===== config.mk =====
export PLATFORM = sky130hd
export DESIGN_NAME = sr04_ranger_ctrl
export DESIGN_NICKNAME = d
export VERILOG_FILES = /design/src/rtl/sr04_ranger_ctrl.sv
export SDC_FILE = /design/constraint.sdc
export NUM_CORES = 1
export LEC_CHECK = 0
export ABC_AREA = 1
export CAP_MARGIN = 0
export CORE_MARGIN = 1.5
export CORE_UTILIZATION = 60
export DETAILED_ROUTE_END_ITERATION = 8
export GPL_TIMING_DRIVEN = 0
export MAX_ROUTING_LAYER = met4
export PLACE_DENSITY = 0.79
export SLEW_MARGIN = 10
export SYNTH_ARGS = -nofsm -noshare
export SYNTH_HDL_FRONTEND = slang
export SYNTH_SLANG_ARGS = --single-unit

===== constraint.sdc =====
create_clock -name clk_1m -period 9.3 [get_ports clk_1m]
set_input_delay 1.86 -clock clk_1m [delete_from_list [all_inputs] [get_ports clk_1m]]
set_output_delay 1.86 -clock clk_1m [all_outputs]
set_load 0.02 [all_outputs]

===== src/rtl/sr04_ranger_ctrl.sv =====
// HC-SR04 ranging sequencer: issues trigger pulses (single-shot or periodic), times the
// echo at 1 us resolution, converts the width to millimetres and flags timeout/range faults.
module sr04_ranger_ctrl #(
    parameter int unsigned TRIG_US     = 10,
    parameter int unsigned PERIOD_US   = 60000,
    parameter int unsigned WAIT_TO_US  = 30000,
    parameter int unsigned ECHO_MAX_US = 38000,
    parameter int unsigned HOLDOFF_US  = 10000
) (
    input  logic        clk_1m,
    input  logic        rst,
    input  logic        en_auto,
    input  logic        req_single,
    input  logic        s1_echo,
    output logic        s1_trig,
    output logic        busy,
    output logic [15:0] echo_us,
    output logic [13:0] dist_mm,
    output logic        meas_vld,
    output logic        err_noecho,
    output logic        err_range
);

    typedef enum logic [2:0] {
        S_IDLE,
        S_TRIG,
        S_WAIT,
        S_MEAS,
        S_CONV,
        S_HOLD
    } state_t;

    state_t      state_q, state_d;
    logic [15:0] cnt_q, cnt_d;
    logic [15:0] width_q, width_d;
    logic [15:0] period_q, period_d;
    logic        pend_q, pend_d;
    logic        echo_meta_q, echo_s_q, echo_prev_q;
    logic        trig_q, trig_d;
    logic        vld_q, vld_d;
    logic        noecho_q, noecho_d;
    logic        range_q, range_d;
    logic [15:0] echo_us_q, echo_us_d;
    logic [13:0] dist_q, dist_d;
    logic        launch;
    logic        period_wrap;
    logic        echo_rise;

    assign echo_rise = echo_s_q & ~echo_prev_q;

    // Free-running period timer, parked at zero whenever auto mode is off.
    always_comb begin
        period_d    = '0;
        period_wrap = 1'b0;
        if (en_auto) begin
            if (period_q == 16'(PERIOD_US - 1)) begin
                period_wrap = 1'b1;
            end else begin
                period_d = period_q + 16'd1;
            end
        end
    end

    // A request landing on the launch cycle survives as a fresh pending request.
    assign pend_d = period_wrap | req_single | (pend_q & ~launch);

    always_comb begin
        state_d   = state_q;
        cnt_d     = cnt_q;
        width_d   = width_q;
        launch    = 1'b0;
        vld_d     = 1'b0;
        noecho_d  = 1'b0;
        range_d   = 1'b0;
        echo_us_d = echo_us_q;
        dist_d    = dist_q;

        case (state_q)
            S_IDLE: begin
                // Never launch while the sensor still drives a stale echo.
                if (pend_q && !echo_s_q) begin
                    state_d = S_TRIG;
                    cnt_d   = '0;
                    launch  = 1'b1;
                end
            end
            S_TRIG: begin
                if (cnt_q == 16'(TRIG_US - 1)) begin
                    state_d = S_WAIT;
                    cnt_d   = '0;
                end else begin
                    cnt_d = cnt_q + 16'd1;
                end
            end
            S_WAIT: begin
                if (echo_rise) begin
                    state_d = S_MEAS;
                    width_d = 16'd1;
                end else if (cnt_q == 16'(WAIT_TO_US - 1)) begin
                    noecho_d = 1'b1;
                    state_d  = S_HOLD;
                    cnt_d    = '0;
                end else begin
                    cnt_d = cnt_q + 16'd1;
                end
            end
            S_MEAS: begin
                if (!echo_s_q) begin
                    state_d = S_CONV;
                end else if (width_q >= 16'(ECHO_MAX_US - 1)) begin
                    range_d = 1'b1;
                    state_d = S_HOLD;
                    cnt_d   = '0;
                end else begin
                    width_d = width_q + 16'd1;
                end
            end
            S_CONV: begin
                // 11239 / 2^16 approximates 0.171494 mm per us of round-trip echo.
                vld_d     = 1'b1;
                echo_us_d = width_q;
                dist_d    = 14'((30'(width_q) * 30'd11239) >> 16);
                state_d   = S_HOLD;
                cnt_d     = '0;
            end
            S_HOLD: begin
                if (cnt_q == 16'(HOLDOFF_US - 1)) begin
                    state_d = S_IDLE;
                    cnt_d   = '0;
                end else begin
                    cnt_d = cnt_q + 16'd1;
                end
            end
            default: begin
                state_d = S_IDLE;
                cnt_d   = '0;
            end
        endcase

        trig_d = (state_d == S_TRIG);
    end

    always_ff @(posedge clk_1m or posedge rst) begin
        if (rst) begin
            state_q     <= S_IDLE;
            cnt_q       <= '0;
            width_q     <= '0;
            period_q    <= '0;
            pend_q      <= 1'b0;
            echo_meta_q <= 1'b0;
            echo_s_q    <= 1'b0;
            echo_prev_q <= 1'b0;
            trig_q      <= 1'b0;
            vld_q       <= 1'b0;
            noecho_q    <= 1'b0;
            range_q     <= 1'b0;
            echo_us_q   <= '0;
            dist_q      <= '0;
        end else begin
            state_q     <= state_d;
            cnt_q       <= cnt_d;
            width_q     <= width_d;
            period_q    <= period_d;
            pend_q      <= pend_d;
            echo_meta_q <= s1_echo;
            echo_s_q    <= echo_meta_q;
            echo_prev_q <= echo_s_q;
            trig_q      <= trig_d;
            vld_q       <= vld_d;
            noecho_q    <= noecho_d;
            range_q     <= range_d;
            echo_us_q   <= echo_us_d;
            dist_q      <= dist_d;
        end
    end

    assign s1_trig    = trig_q;
    assign busy       = (state_q != S_IDLE);
    assign echo_us    = echo_us_q;
    assign dist_mm    = dist_q;
    assign meas_vld   = vld_q;
    assign err_noecho = noecho_q;
    assign err_range  = range_q;

endmodule


==> summary.md <==
| Metric | Value |
|---|---|
| Cell chain of the critical path | fa_1 -> fa_1 -> inv_1 -> fa_1 -> inv_1 -> fa_1 -> fa_1 -> inv_1 -> fa_1 -> inv_1 -> ha_1 -> nand2_1 -> nor2_1 -> nand2_1 -> inv_1 -> nand2_1 -> nand2_1 -> xnor2_1 -> o21ai_0 |
| H-tree depth | 3 |
| Max Slew Vio Count | 0 |
| Synth cell count leaders | sky130_fd_sc_hd__inv_1, sky130_fd_sc_hd__nand2_1, sky130_fd_sc_hd__ha_1, sky130_fd_sc_hd__fa_1, sky130_fd_sc_hd__nand3_1 |
| Worst ir drop on vdd | 0.0994 mV |
| Finished layout cell area | 11500 um2 |
| Cell Pwr Density | 112 nW/um2 |
| Synthesized area | 10500 um2 |
| Chip height | about 140 um |
| Total iterations of the first detailed-routing run | 5 |
| Most numerous cell in the Yosys netlist | sky130_fd_sc_hd__inv_1 |
| GRT Overall Usage | 31.4% |
| Type of the worst min-delay path | reg2reg |
| Top fanout value on the critical path | 11 |
| Layout cell share with drive strength beyond 1 | 3.46% |
| CTS clk-pin slew, worst paths | roughly 0.070 ns |
| Number of flip-flops and latches in the synthesized netlist | 89 |
| Largest net degree at the start of global routing | 52 |
| Placement Rows | 48 |
| Crit path launch type | flop |
| Post-cts hold buffer count | 0 |
| Horizontal die dimension | about 140 um |
| Wire length reported by the detailed router | 25.3 mm |
| Count of inserted antenna diode cells | 0 |
| Number of design-rule violations left by the first detailed-router iteration | 680 |
| Effective utilization at floorplan | 61.0% |
| Overflow left after global routing | 0 |
| Die area | 18300 um2 |
| Unique cell type count in the Yosys netlist | 36 |
| TritonCTS clock tree | yes |
| LEAKAGE | ~6.6 nW |
| Cells resized by post-CTS repair | 0 |
| Average wire length per cell after detail routing | 15.2 um |
| Met2 track demand over resource in global routing | 48.4% |
| Gpl congestion | ~0.96 |
| Area of placed instances | 11200 um2 |
| Via/cell ratio | approximately 5.3 |
| Worst Tran Pin Value | 0.776 ns |
| Post-layout minimum cycle time | between 5 and 6 ns |
| Busiest layer in global routing | met2 |
| Number of antenna violations at the first check in global routing | 0 |
| Mapped Nets | 1617 |
| Outcome | completed |
| Cts bufs inserted | 9 |
| Sink count of the clock tree | 89 |
| Number of nets in the final layout | 1668 |
| Path type of the worst setup path | reg2reg |
| Peak clock frequency supported by timing | 0.178 GHz |
| Sequential element share of the synthesized area | 21.2% |
| Synth top area cells | sky130_fd_sc_hd__dfrtp_1, sky130_fd_sc_hd__fa_1, sky130_fd_sc_hd__ha_1 |
| Clock Skews | 0.0180 ns |
| Predominant post-synthesis flop cell | sky130_fd_sc_hd__dfrtp_1 |
| First-pass GRT wire length | 43.3 mm |
| Worst path arrival time | 5.83 ns |
| Cell type with the highest occurrence count on the critical path | sky130_fd_sc_hd__fa_1 |
| Post-CTS repair timing setup buffer count | 0 |
| Headroom to the max-slew limit | 48.3% |
| Synth warnings | 0 |
| Minimum hold slack | roughly 0.37 ns |
| Buffers on Ports | 39 |
| Root Buffer Master | sky130_fd_sc_hd__clkbuf_16 |
| Proportion of synthesized flip-flops having asynchronous set or reset | 100% |
| Avg Synthesized Cell Area | 7.57 um2 |
| Area growth syn-to-layout | 9.46% |
| Detailed-route DRC error count | 0 |
| Final period utilization | 60.3% |
| Maxcap violations | 0 |
| GR Util met1 | 42.5% |
| Largest area contributor in the synthesized netlist | sky130_fd_sc_hd__dfrtp_1 |
| Via count | 8805 |
| Met3 capacity usage during global routing | 5.57% |
| Fraction of synthesized cell area taken by the top area cell type | 21.2% |
| Number of enable-type register cells in the synthesized netlist | 0 |
| Vias in the first global route | 8749 |
| Cells after Synth | 1390 |
| Data required, critical path | 9.52 ns |
| Placeable core area | about 17000 um2 |
| Top-level port count | 40 |
| Unrepaired setup endpoints after global routing | false |
| CP endpoint kind | flop |
| DP HPWL | 20.6 mm |
| CP max-delay cell | sky130_fd_sc_hd__dfrtp_1 |
| Count of final setup violators | 0 |
| Worst-case clock buffer depth | 2 |
| Clock latency of the later-clocked register in the worst-skew pair | around 0.36 ns |
| Final hold violations | 0 |
| Number of nets with antenna violations after routing | 0 |
| TNS Setup | 0 ns |
| # fillers | 1449 |
| Delay contributed by the slowest stage of the critical path | 0.78 ns |
stage by stage:
stage	utilization, %	instances	power, W	worst slack, ns
finish	66.8	1670	0.00129	3.69
global route	66.8	1670	0.00138	3.36
CTS	66.8	1670	0.00130	3.73
detailed placement	65.1	1655	0.000919	3.77
global placement	64.9	1654	0.000909	3.72
floorplan	-	1390	0.000781	4.43
cell usage in the layout (no fill, tap or decap), drive strengths merged, types with 3 or more instances in the layout:
master	Yosys	final
nor2	86	86
clkinv	1	4
xor2	25	25
clkdlybuf4s50	0	39
ha	121	121
nor4	4	4
and2	3	3
nor3	30	30
clkbuf	5	14
a21oi	24	24
o21ai	42	42
inv	349	350
buf	11	12
dfrtp	89	89
nand4	29	29
o31ai	15	15
nand3	97	97
xnor2	3	3
nand2	344	344
fa	101	101
power breakdown:
group	leakage [nW]	internal [W]	switching, W
combinational	5.24	0.000155	0.000323
sequential	1.22	0.000407	0.0000294
clock	0.143	0.000209	0.000171
flip-flops by register name (all words and copies together) (netlist names):
register     count
s1_trig          1
meas_vld         1
echo_prev_q      1
err_range        1
echo_s_q         1
err_noecho       1
pend_q           1
dist_mm         14
echo_meta_q      1
width_q         16
cnt_q           16
period_q        16
echo_us         16
state_q          3
worst max-delay path: cells and delay by family (launching register included):
kind,cells,cell delay (ns)
compound gates,1,0.13
fa+ha+maj,7,3.47
flops,1,0.78
simple gates,5,0.58
xor+xnor,1,0.21
buf+inv,5,0.31
cells by family (layout without fill, tap and decap cells):
logic type	Yosys count	after routing	share of synthesized area (%)
compound gates	87	87	5.20
buf+inv	366	421	13.4
simple gates	598	598	24.3
fa+ha+maj	222	222	33.6
flops	89	89	21.2
xor+xnor	28	28	2.33
worst paths after layout:
check	startpoint	endpoint	slack [ns]	depth (start not counted)
worst max register to register	width_q[7]	dist_mm[1]	3.69	19
max in group asynchronous	rst	width_q[5]	6.77	3
min in group asynchronous	rst	dist_mm[13]	1.90	2
worst min-delay path	echo_meta_q	echo_s_q	0.37	0
worst min register to register	echo_meta_q	echo_s_q	0.37	0
worst max-delay path	width_q[7]	dist_mm[1]	3.69	19
routing by layer:
layer / up-vias / part of all wire [%]
met4: 0 / 2.8
met2: 282 / 45
met1: 4108 / 46
li1: 4364 / -
met5: - / 0
met3: 51 / 6.5
final cells by class:
cell class	instances	area, um2	share of cell area, %
Multi-Input combinational cell	935	6880	59.8
Clock buffer	9	225	1.96
Timing Repair Buffer	40	418	3.63
Tap cell	225	282	2.45
Buffer	16	95.1	0.826
Inverter	350	1320	11.5
Clock inverter	6	67.6	0.587
Sequential cell	89	2230	19.3
(Power assumes the default switching activity.)
